--- src/rtl/uart_resp_tx.sv ---
// uart_resp_tx: sends 0x55, code, seq, [crc8], 0xAA response frames on an 8N1 UART line.
// Define RESP_CRC_EN for the 5-byte frame with CRC8; the default build sends the 4-byte frame.
module uart_resp_tx #(
    parameter int CLK_FREQ = 50_000_000,
    parameter int UART_BPS = 115200
) (
    input  logic       sys_clk,
    input  logic       sys_rst_n,
    input  logic       resp_start,
    input  logic [7:0] resp_code,
    output logic       uart_txd,
    output logic       tx_busy,
    output logic       tx_done,
    output logic       resp_drop,
    output logic [7:0] seq_num
);
    // state | meaning
    // IDLE  | line idle, waiting for a request or a pending code
    // LOAD  | latch seq (and crc), advance seq_num
    // START | start bit
    // DATA  | 8 data bits, LSB first
    // STOP  | stop bit; at its end either next byte (START) or DONE
    // DONE  | completion pulse; can launch the next frame directly
    // sys_rst_n is active-high despite its name.

    localparam int          BPS_CNT  = CLK_FREQ / UART_BPS;
    localparam logic [15:0] BIT_LAST = 16'(BPS_CNT - 1);
`ifdef RESP_CRC_EN
    localparam logic [2:0]  LAST_BYTE = 3'd4;
`else
    localparam logic [2:0]  LAST_BYTE = 3'd3;
`endif

    typedef enum logic [2:0] {
        S_IDLE,
        S_LOAD,
        S_START,
        S_DATA,
        S_STOP,
        S_DONE
    } state_t;

    state_t      state, state_n;
    logic [15:0] bit_cnt, bit_cnt_n;
    logic [2:0]  bit_idx, bit_idx_n;
    logic [2:0]  byte_idx, byte_idx_n;
    logic [7:0]  code_q;
    logic [7:0]  seq_q;
    logic        pend_valid;
    logic [7:0]  pend_code;
    logic        launch;
    logic        bit_end;
    logic        txd_n;
    logic        busy_n;
    logic [7:0]  cur_byte;

    assign bit_end = (bit_cnt == BIT_LAST);

`ifdef RESP_CRC_EN
    logic [7:0] crc_q;

    function automatic logic [7:0] crc8_byte(input logic [7:0] crc, input logic [7:0] data);
        logic [7:0] c;
        c = crc ^ data;
        for (int i = 0; i < 8; i++)
            c = c[7] ? ((c << 1) ^ 8'h07) : (c << 1);
        return c;
    endfunction

    // crc is ready in LOAD, long before byte 3 starts
    always_ff @(posedge sys_clk or posedge sys_rst_n) begin
        if (sys_rst_n)
            crc_q <= 8'h00;
        else if (state == S_LOAD)
            crc_q <= crc8_byte(crc8_byte(8'h00, code_q), seq_num);
    end
`endif

    always_comb begin
        cur_byte = 8'hAA;
        case (byte_idx_n)
            3'd0:    cur_byte = 8'h55;
            3'd1:    cur_byte = code_q;
            3'd2:    cur_byte = seq_q;
`ifdef RESP_CRC_EN
            3'd3:    cur_byte = crc_q;
`endif
            default: cur_byte = 8'hAA;
        endcase
    end

    always_comb begin
        state_n    = state;
        bit_cnt_n  = 16'd0;
        bit_idx_n  = bit_idx;
        byte_idx_n = byte_idx;
        launch     = 1'b0;
        case (state)
            S_IDLE, S_DONE: begin
                if (pend_valid || resp_start) begin
                    state_n = S_LOAD;
                    launch  = 1'b1;
                end else begin
                    state_n = S_IDLE;
                end
            end
            S_LOAD: begin
                state_n    = S_START;
                byte_idx_n = 3'd0;
            end
            S_START: begin
                bit_idx_n = 3'd0;
                if (bit_end)
                    state_n = S_DATA;
                else
                    bit_cnt_n = bit_cnt + 16'd1;
            end
            S_DATA: begin
                if (bit_end) begin
                    bit_idx_n = bit_idx + 3'd1;
                    if (bit_idx == 3'd7)
                        state_n = S_STOP;
                end else begin
                    bit_cnt_n = bit_cnt + 16'd1;
                end
            end
            S_STOP: begin
                if (bit_end) begin
                    if (byte_idx == LAST_BYTE) begin
                        state_n = S_DONE;
                    end else begin
                        byte_idx_n = byte_idx + 3'd1;
                        state_n    = S_START;
                    end
                end else begin
                    bit_cnt_n = bit_cnt + 16'd1;
                end
            end
            default: state_n = S_IDLE;
        endcase
    end

    // line level registered from the next state so uart_txd never glitches
    always_comb begin
        txd_n  = 1'b1;
        busy_n = (state_n == S_START) || (state_n == S_DATA) || (state_n == S_STOP);
        if (state_n == S_START)
            txd_n = 1'b0;
        else if (state_n == S_DATA)
            txd_n = cur_byte[bit_idx_n];
    end

    always_ff @(posedge sys_clk or posedge sys_rst_n) begin
        if (sys_rst_n) begin
            state      <= S_IDLE;
            bit_cnt    <= 16'd0;
            bit_idx    <= 3'd0;
            byte_idx   <= 3'd0;
            code_q     <= 8'h00;
            seq_q      <= 8'h00;
            seq_num    <= 8'h00;
            pend_valid <= 1'b0;
            pend_code  <= 8'h00;
            uart_txd   <= 1'b1;
            tx_busy    <= 1'b0;
            tx_done    <= 1'b0;
            resp_drop  <= 1'b0;
        end else begin
            state     <= state_n;
            bit_cnt   <= bit_cnt_n;
            bit_idx   <= bit_idx_n;
            byte_idx  <= byte_idx_n;
            uart_txd  <= txd_n;
            tx_busy   <= busy_n;
            tx_done   <= (state_n == S_DONE);
            resp_drop <= 1'b0;

            if (state == S_LOAD) begin
                seq_q   <= seq_num;
                seq_num <= seq_num + 8'd1;
            end

            // pending code wins a launch; a simultaneous request takes the freed slot
            if (launch) begin
                code_q <= pend_valid ? pend_code : resp_code;
                if (pend_valid) begin
                    pend_valid <= resp_start;
                    if (resp_start)
                        pend_code <= resp_code;
                end
            end else if (resp_start) begin
                pend_code  <= resp_code;
                pend_valid <= 1'b1;
                resp_drop  <= pend_valid;
            end
        end
    end

endmodule
--- config.mk ---
export PLATFORM = sky130hd
export DESIGN_NAME = uart_resp_tx
export DESIGN_NICKNAME = d
export VERILOG_FILES = /design/src/rtl/uart_resp_tx.sv
export SDC_FILE = /design/constraint.sdc
export NUM_CORES = 1
export LEC_CHECK = 0
export CAP_MARGIN = 10
export CORE_UTILIZATION = 57
export DETAILED_ROUTE_END_ITERATION = 7
export DONT_BUFFER_PORTS = 1
export GPL_TIMING_DRIVEN = 0
export PLACE_DENSITY = 0.72
export SLEW_MARGIN = 20
export SYNTH_ARGS = -nofsm -noshare
export SYNTH_HDL_FRONTEND = slang
export SYNTH_SLANG_ARGS = --single-unit
export TNS_END_PERCENT = 20
--- constraint.sdc ---
create_clock -name sys_clk -period 2.8 [get_ports sys_clk]
set_input_delay 0.56 -clock sys_clk [delete_from_list [all_inputs] [get_ports sys_clk]]
set_output_delay 0.56 -clock sys_clk [all_outputs]
set_load 0.1 [all_outputs]
### Word-level counts from Yosys, hierarchy flattened

Index checks and enable logic that the tools add are counted.

| word-level totals | value |
|---|---|
| register bits after elaboration | 62 |
| output and inout port bits | 12 |
| word-level logic and storage cells | 71 |

| operators by class | value |
|---|---|
| add/sub/neg operators | 4 |
| order comparisons | 1 |
| equal/unequal tests | 15 |
| multiplexer cells | 30 |
| reductions and logical operators | 8 |

Operators with widths:

| kind | count |
|---|---|
| two-way mux 16 bit | 2 |
| two-way mux 8 bit | 4 |
| two-way mux 3 bit | 8 |
| case mux 8 bit (3 select lines) | 1 |
| equality test 3 x 2 -> 1 bit (second input constant) | 6 |
| adder 16 x 1 -> 16 bit (second input constant) | 1 |
| equality test 16 x 9 -> 1 bit (second input constant) | 1 |
| equality test 3 bit (second input constant) | 5 |
| case mux 3 bit (5 select lines) | 1 |
| case mux 3 bit (2 select lines) | 2 |
| two-way mux 1 bit | 11 |
| adder 8 x 1 -> 8 bit (second input constant) | 1 |
| adder 3 x 1 -> 3 bit (second input constant) | 2 |
| equality test 3 x 1 -> 1 bit (second input constant) | 2 |
| zero test 3 bit | 2 |
| less-than comparator 3 x 4 -> 1 bit (second input constant) | 1 |
| binary-select mux 1 bit (select 3 bit) | 1 |
| logical OR 1 bit | 3 |
| OR reduction 3 bit | 1 |
| != test 2 bit (second input constant) | 1 |
| nonzero test 2 bit | 1 |
| OR reduction 2 bit | 1 |

### Longest topological paths before layout

| logic depth | value |
|---|---|
| depth after elaboration | 10 |
| gate-level depth with buffers | 11 |

### Least setup slack after synthesis

OpenSTA, ideal clock, no wires.

| timing path | value |
|---|---|
| path kind | register to register |
| start point | register bit_cnt[9] |
| end point | register uart_txd |
| setup time | 0.076 ns |
| arrival | 2.512 ns |
| data required time | 2.724 ns |
| slack | 0.212 ns |
| stages on the path, launching flop included | 9 |
| path buffers | 1 |
| cell sequence | dfrtp_1 -> or4b_4 -> or4_1 -> buf_4 -> o211ai_1 -> a31oi_1 -> o21a_1 -> o41a_1 -> a22oi_2 |

| between the ends | value |
|---|---|
| longest elaborated chain between the ends | 9 |
| elaborated cells between the ends (all ways) | 19 |
| those cells by class | eq/ne (5); mux (13); reduce/logical (1) |

Ends and longest elaborated chain:

| what | RTL line | source |
|---|---|---|
| start, declared | 44 | `logic [15:0] bit_cnt, bit_cnt_n;` |
| start signal, assigned | 170 | `bit_cnt <= bit_cnt_n;` |
| equality test 16 x 9 -> 1 bit (*) | 57 | `assign bit_end = (bit_cnt == BIT_LAST);` |
| two-way mux 3 bit | 128 | `if (bit_end) begin` |
| case mux 3 bit (2 select lines) | 98 | `case (state)` |
| equality test 3 x 2 -> 1 bit (tied with other cells) | 81 | `case (byte_idx_n)` |
| case mux 8 bit (3 select lines) | 81 |  |
| binary-select mux 1 bit (select 3 bit) | 150 | `txd_n = cur_byte[bit_idx_n];` |
| two-way mux 1 bit (not written as such) | 150 |  |
| two-way mux 1 bit | 149 | `else if (state_n == S_DATA)` |
| two-way mux 1 bit (*) | 147 | `if (state_n == S_START)` |
| named net txd_n | 53 | `logic txd_n;` |
| end signal, assigned | 173 | `uart_txd <= txd_n;` |
| end, declared | 11 | `output logic uart_txd,` |

Mark *: on every way through the listed nets, which the timed path passes. The rest lies on a longest branch. The select of a mux whose other input is x is not followed.
A chain may end at the register's enable or synchronous reset.

### Worst setup path in the final report

| timing path | value |
|---|---|
| start point | register bit_cnt[10] |
| end point | register uart_txd |

The elaborated chain is that of the path after synthesis.

==> impl_metrics.ini <==
[worst_setup_path]
cp_capture_type = register
worstPathMaxFanout = 5
worstReg2RegEnd = uart_txd
crit_type = register to register
cp_data_arrival_time_ns = 2.98
crit_path_cell_trace = or4b_4, or4_4, buf_8, nor3_2, a311oi_4, o41a_1, a22oi_2
timing.critical_path.required_ns = 3.07
worstReg2RegStart = bit_cnt[10]
crit_slowest_cell = sky130_fd_sc_hd__or4b_4
reg2reg_slack_ns = 0.09
worstRegToRegCells = 7
worst_setup_path_startpoint = bit_cnt[10]
timing.critical_path.from_type = register
worst_path_largest_cell_delay_ns = 0.60
crit_path_to = uart_txd

[drt]
wl_per_cell_um = 16.0
ant_nets = 0
drt-vias-per-instance = 5.90
drt-pass1-iter-count = 4
initialDrtViolationCount = 142
finalWirelength_mm = 6.51
detail_route.drc_violations = 0
via_count = 2403

[floorplan]
die_width_um = 76.8
fp.coreArea_um2 = 5240
boundaryPins = 23
floorplan.initialDensity_pct = 60.8
die-height_um = 76.8
design.die.area_um2 = 5890
placement_rows = 26

[sta]
fin_setup_tns_ns = 0
fmax_mhz = 369
timing.final.hold_violations = 0
post-route-period-util_pct = 96.7
final.min_clock_period_ns = 2.71
worst_pin_slew_ns = 1.04
grt_setup_unrepaired = false
slew_headroom_pct = 30.9
maxSlewViolCount = 0
report.final.setup_viol = 0
final.setup_skew_ns = 0.00872

[finish]
design.final.nets = 350
share_of_cells_above_drive_strength_1_pct = 15.1
num_antenna_cells = 0
final-instance-count-excl-fill = 407
area_delta_synth_final_pct = 12.6

[global_routing]
grt_util_met1_pct = 31.0
grt_pass1_vias = 2424
groute.usage.overall_pct = 25.0
grt.met2_usage_pct = 39.3
grt_max_degree = 35
grt_use_met3_pct = 7.86
globalRoute.totalOverflow = 0
first_pass_grt_wire_length_mm = 11.3
antenna_found_initial = 0
grt-busiest-layer = met2

[hold_path]
worstHoldPathType = input pin to async pin

[synth]
yosys_warnings = 0
ys_top_cells_by_area = sky130_fd_sc_hd__dfrtp_1 48%, sky130_fd_sc_hd__nand2_1 5.1%, sky130_fd_sc_hd__nor2_1 3.8%
synth.top_cells.by_count = 61 x sky130_fd_sc_hd__dfrtp_1, 43 x sky130_fd_sc_hd__nand2_1, 32 x sky130_fd_sc_hd__nor2_1
yosys.area.top_type = sky130_fd_sc_hd__dfrtp_1
netlist_area_um2 = 3190
synthesis.nets = 332
postSynthAreaPerCell_um2 = 10.1
ys_async_sr_fraction_pct = 100
postSynthCellCount = 315
ys_types = 58
synth_seq_cells = 62
synth_flop_cell = sky130_fd_sc_hd__dfrtp_1
synth_sequential_area_ratio_pct = 48.7
synth.top_cell.area_share_pct = 47.9
post-synth-top-count-cell = sky130_fd_sc_hd__dfrtp_1
synth-edff-count = 0

[power_and_ir_drop]
power_density_nw_per_um2 = 814
power.ir.vdd_worst_mv = 0.829
p_leak_nw = 1.62

[run]
cap_viol_max_count = 0

[cts]
tritoncts = done
number_of_sinks_on_the_clock_net = 62
clockBufferDepth = 2
cts-buffers-inserted = 9
cts.htree.levels = 3
clock_pin_slew_worst_setup_and_hold_paths_ns = 0.07
cts_hold_buffers = 0
root_buffer = sky130_fd_sc_hd__clkbuf_8
worst_skew_pair.late_latency_ns = 0.35

[placed_design]
number_of_port_buffers = 0
numPlacedInstances = 386
post_detailed_placement_half_perimeter_wirelength_mm = 4.56
globalplace.congestion = 0.884

[status]
outcome = finished clean
-- cell type report --
type                    instances  area (µm²)
repair buffers                  7        82.6
flip-flops and latches         62        1550
clock inverters                 4        47.5
fillers                       410        1650
plain buffers                  10        48.8
inverters                       5        21.3
clock buffers                  11         141
well taps                      70        87.6
multi-input cells             238        1610
-- placed cells by master, fill, tap and decap left out, types with 4 or more instances in the layout --
cell	instances
sky130_fd_sc_hd__clkbuf_8	10
sky130_fd_sc_hd__a31oi_1	5
sky130_fd_sc_hd__ha_1	6
sky130_fd_sc_hd__o21ai_0	10
sky130_fd_sc_hd__mux2i_1	10
sky130_fd_sc_hd__nand2b_1	5
sky130_fd_sc_hd__nor2_1	32
sky130_fd_sc_hd__and3_1	8
sky130_fd_sc_hd__clkbuf_1	9
sky130_fd_sc_hd__buf_4	5
sky130_fd_sc_hd__nand4_1	7
sky130_fd_sc_hd__mux2_2	8
sky130_fd_sc_hd__a21oi_1	9
sky130_fd_sc_hd__xnor2_1	10
sky130_fd_sc_hd__nand3_1	18
sky130_fd_sc_hd__nand2_1	43
sky130_fd_sc_hd__dfrtp_1	61
sky130_fd_sc_hd__xor2_1	12
sky130_fd_sc_hd__nor3_1	4
-- worst min-delay path by stage --
stage / from / end / slack (ns)
detailed placement: sys_rst_n / pend_code[0] / 0.44
global placement: seq_q[6] / seq_q[6] / 0.46
floorplan: seq_q[2] / seq_q[2] / 0.44
finish: sys_rst_n / bit_idx[1] / 0.07
global route: sys_rst_n / bit_idx[1] / 0.09
CTS: sys_rst_n / pend_code[0] / 0.07
-- metal layers --
metal	vias to the layer above	wire (µm)
met4	0	178
li1	1162	-
met2	52	3100
met3	14	283
met5	-	0
met1	1175	2950
-- critical path, delay by kind of cell (launching register included) --
family / cells / cell delay [ns]
AO/OA/AOI/OAI: 3 / 0.73
buffers and inverters: 1 / 0.16
flip-flops: 1 / 0.43
AND/OR/NAND/NOR: 3 / 1.31
-- flip-flops by register name (all words and copies together) (netlist names) --
name        cells
state           3
bit_cnt        16
uart_txd        1
resp_drop       1
pend_code       8
seq_num         8
byte_idx        3
code_q          8
pend_valid      1
tx_done         1
bit_idx         3
tx_busy         1
seq_q           8
-- per-stage QoR --
step / cell area [µm²] / hold slack [ns] / power (W) / utilization (%) / setup slack [ns]
after CTS: 3500 / 0.0650 / 0.00292 / 66.8 / 0.00274
after global routing: 3590 / 0.0903 / 0.00307 / 68.5 / 0.00112
after floorplan: 3190 / 0.440 / 0.00198 / - / 0.212
final: 3590 / 0.0669 / 0.00292 / 68.5 / 0.0920
after global placement: 3270 / 0.459 / 0.00212 / 62.5 / -0.0414
after detailed placement: 3300 / 0.442 / 0.00215 / 62.9 / -0.0789
-- repair_timing --
item | CTS | global route
gates resized for setup | 0 | 8
pin swaps | 1 | 5
gates cloned | 0 | 1
buffers inserted | 2 | 3
endpoints found under the setup margin | 1 | 6
-- cell families (layout without fill, tap and decap cells) --
kind of cell             count (synthesis)  after routing  synth area share (%)
AO/OA/AOI/OAI                           47             47                  10.8
XOR/XNOR                                22             22                  6.05
adder cells (fa/ha/maj)                  7              7                  2.67
buffers and inverters                   15             37                  1.89
flip-flops                              62             62                  48.7
multiplexers                            19             19                  6.44
AND/OR/NAND/NOR                        143            143                  23.4
-- power breakdown --
group	internal [W]	total, W	switching [W]
sequential	0.00108	0.00157	0.000483
combinational	0.000248	0.000582	0.000334
clock	0.000427	0.000771	0.000344
(Power assumes the default switching activity.)
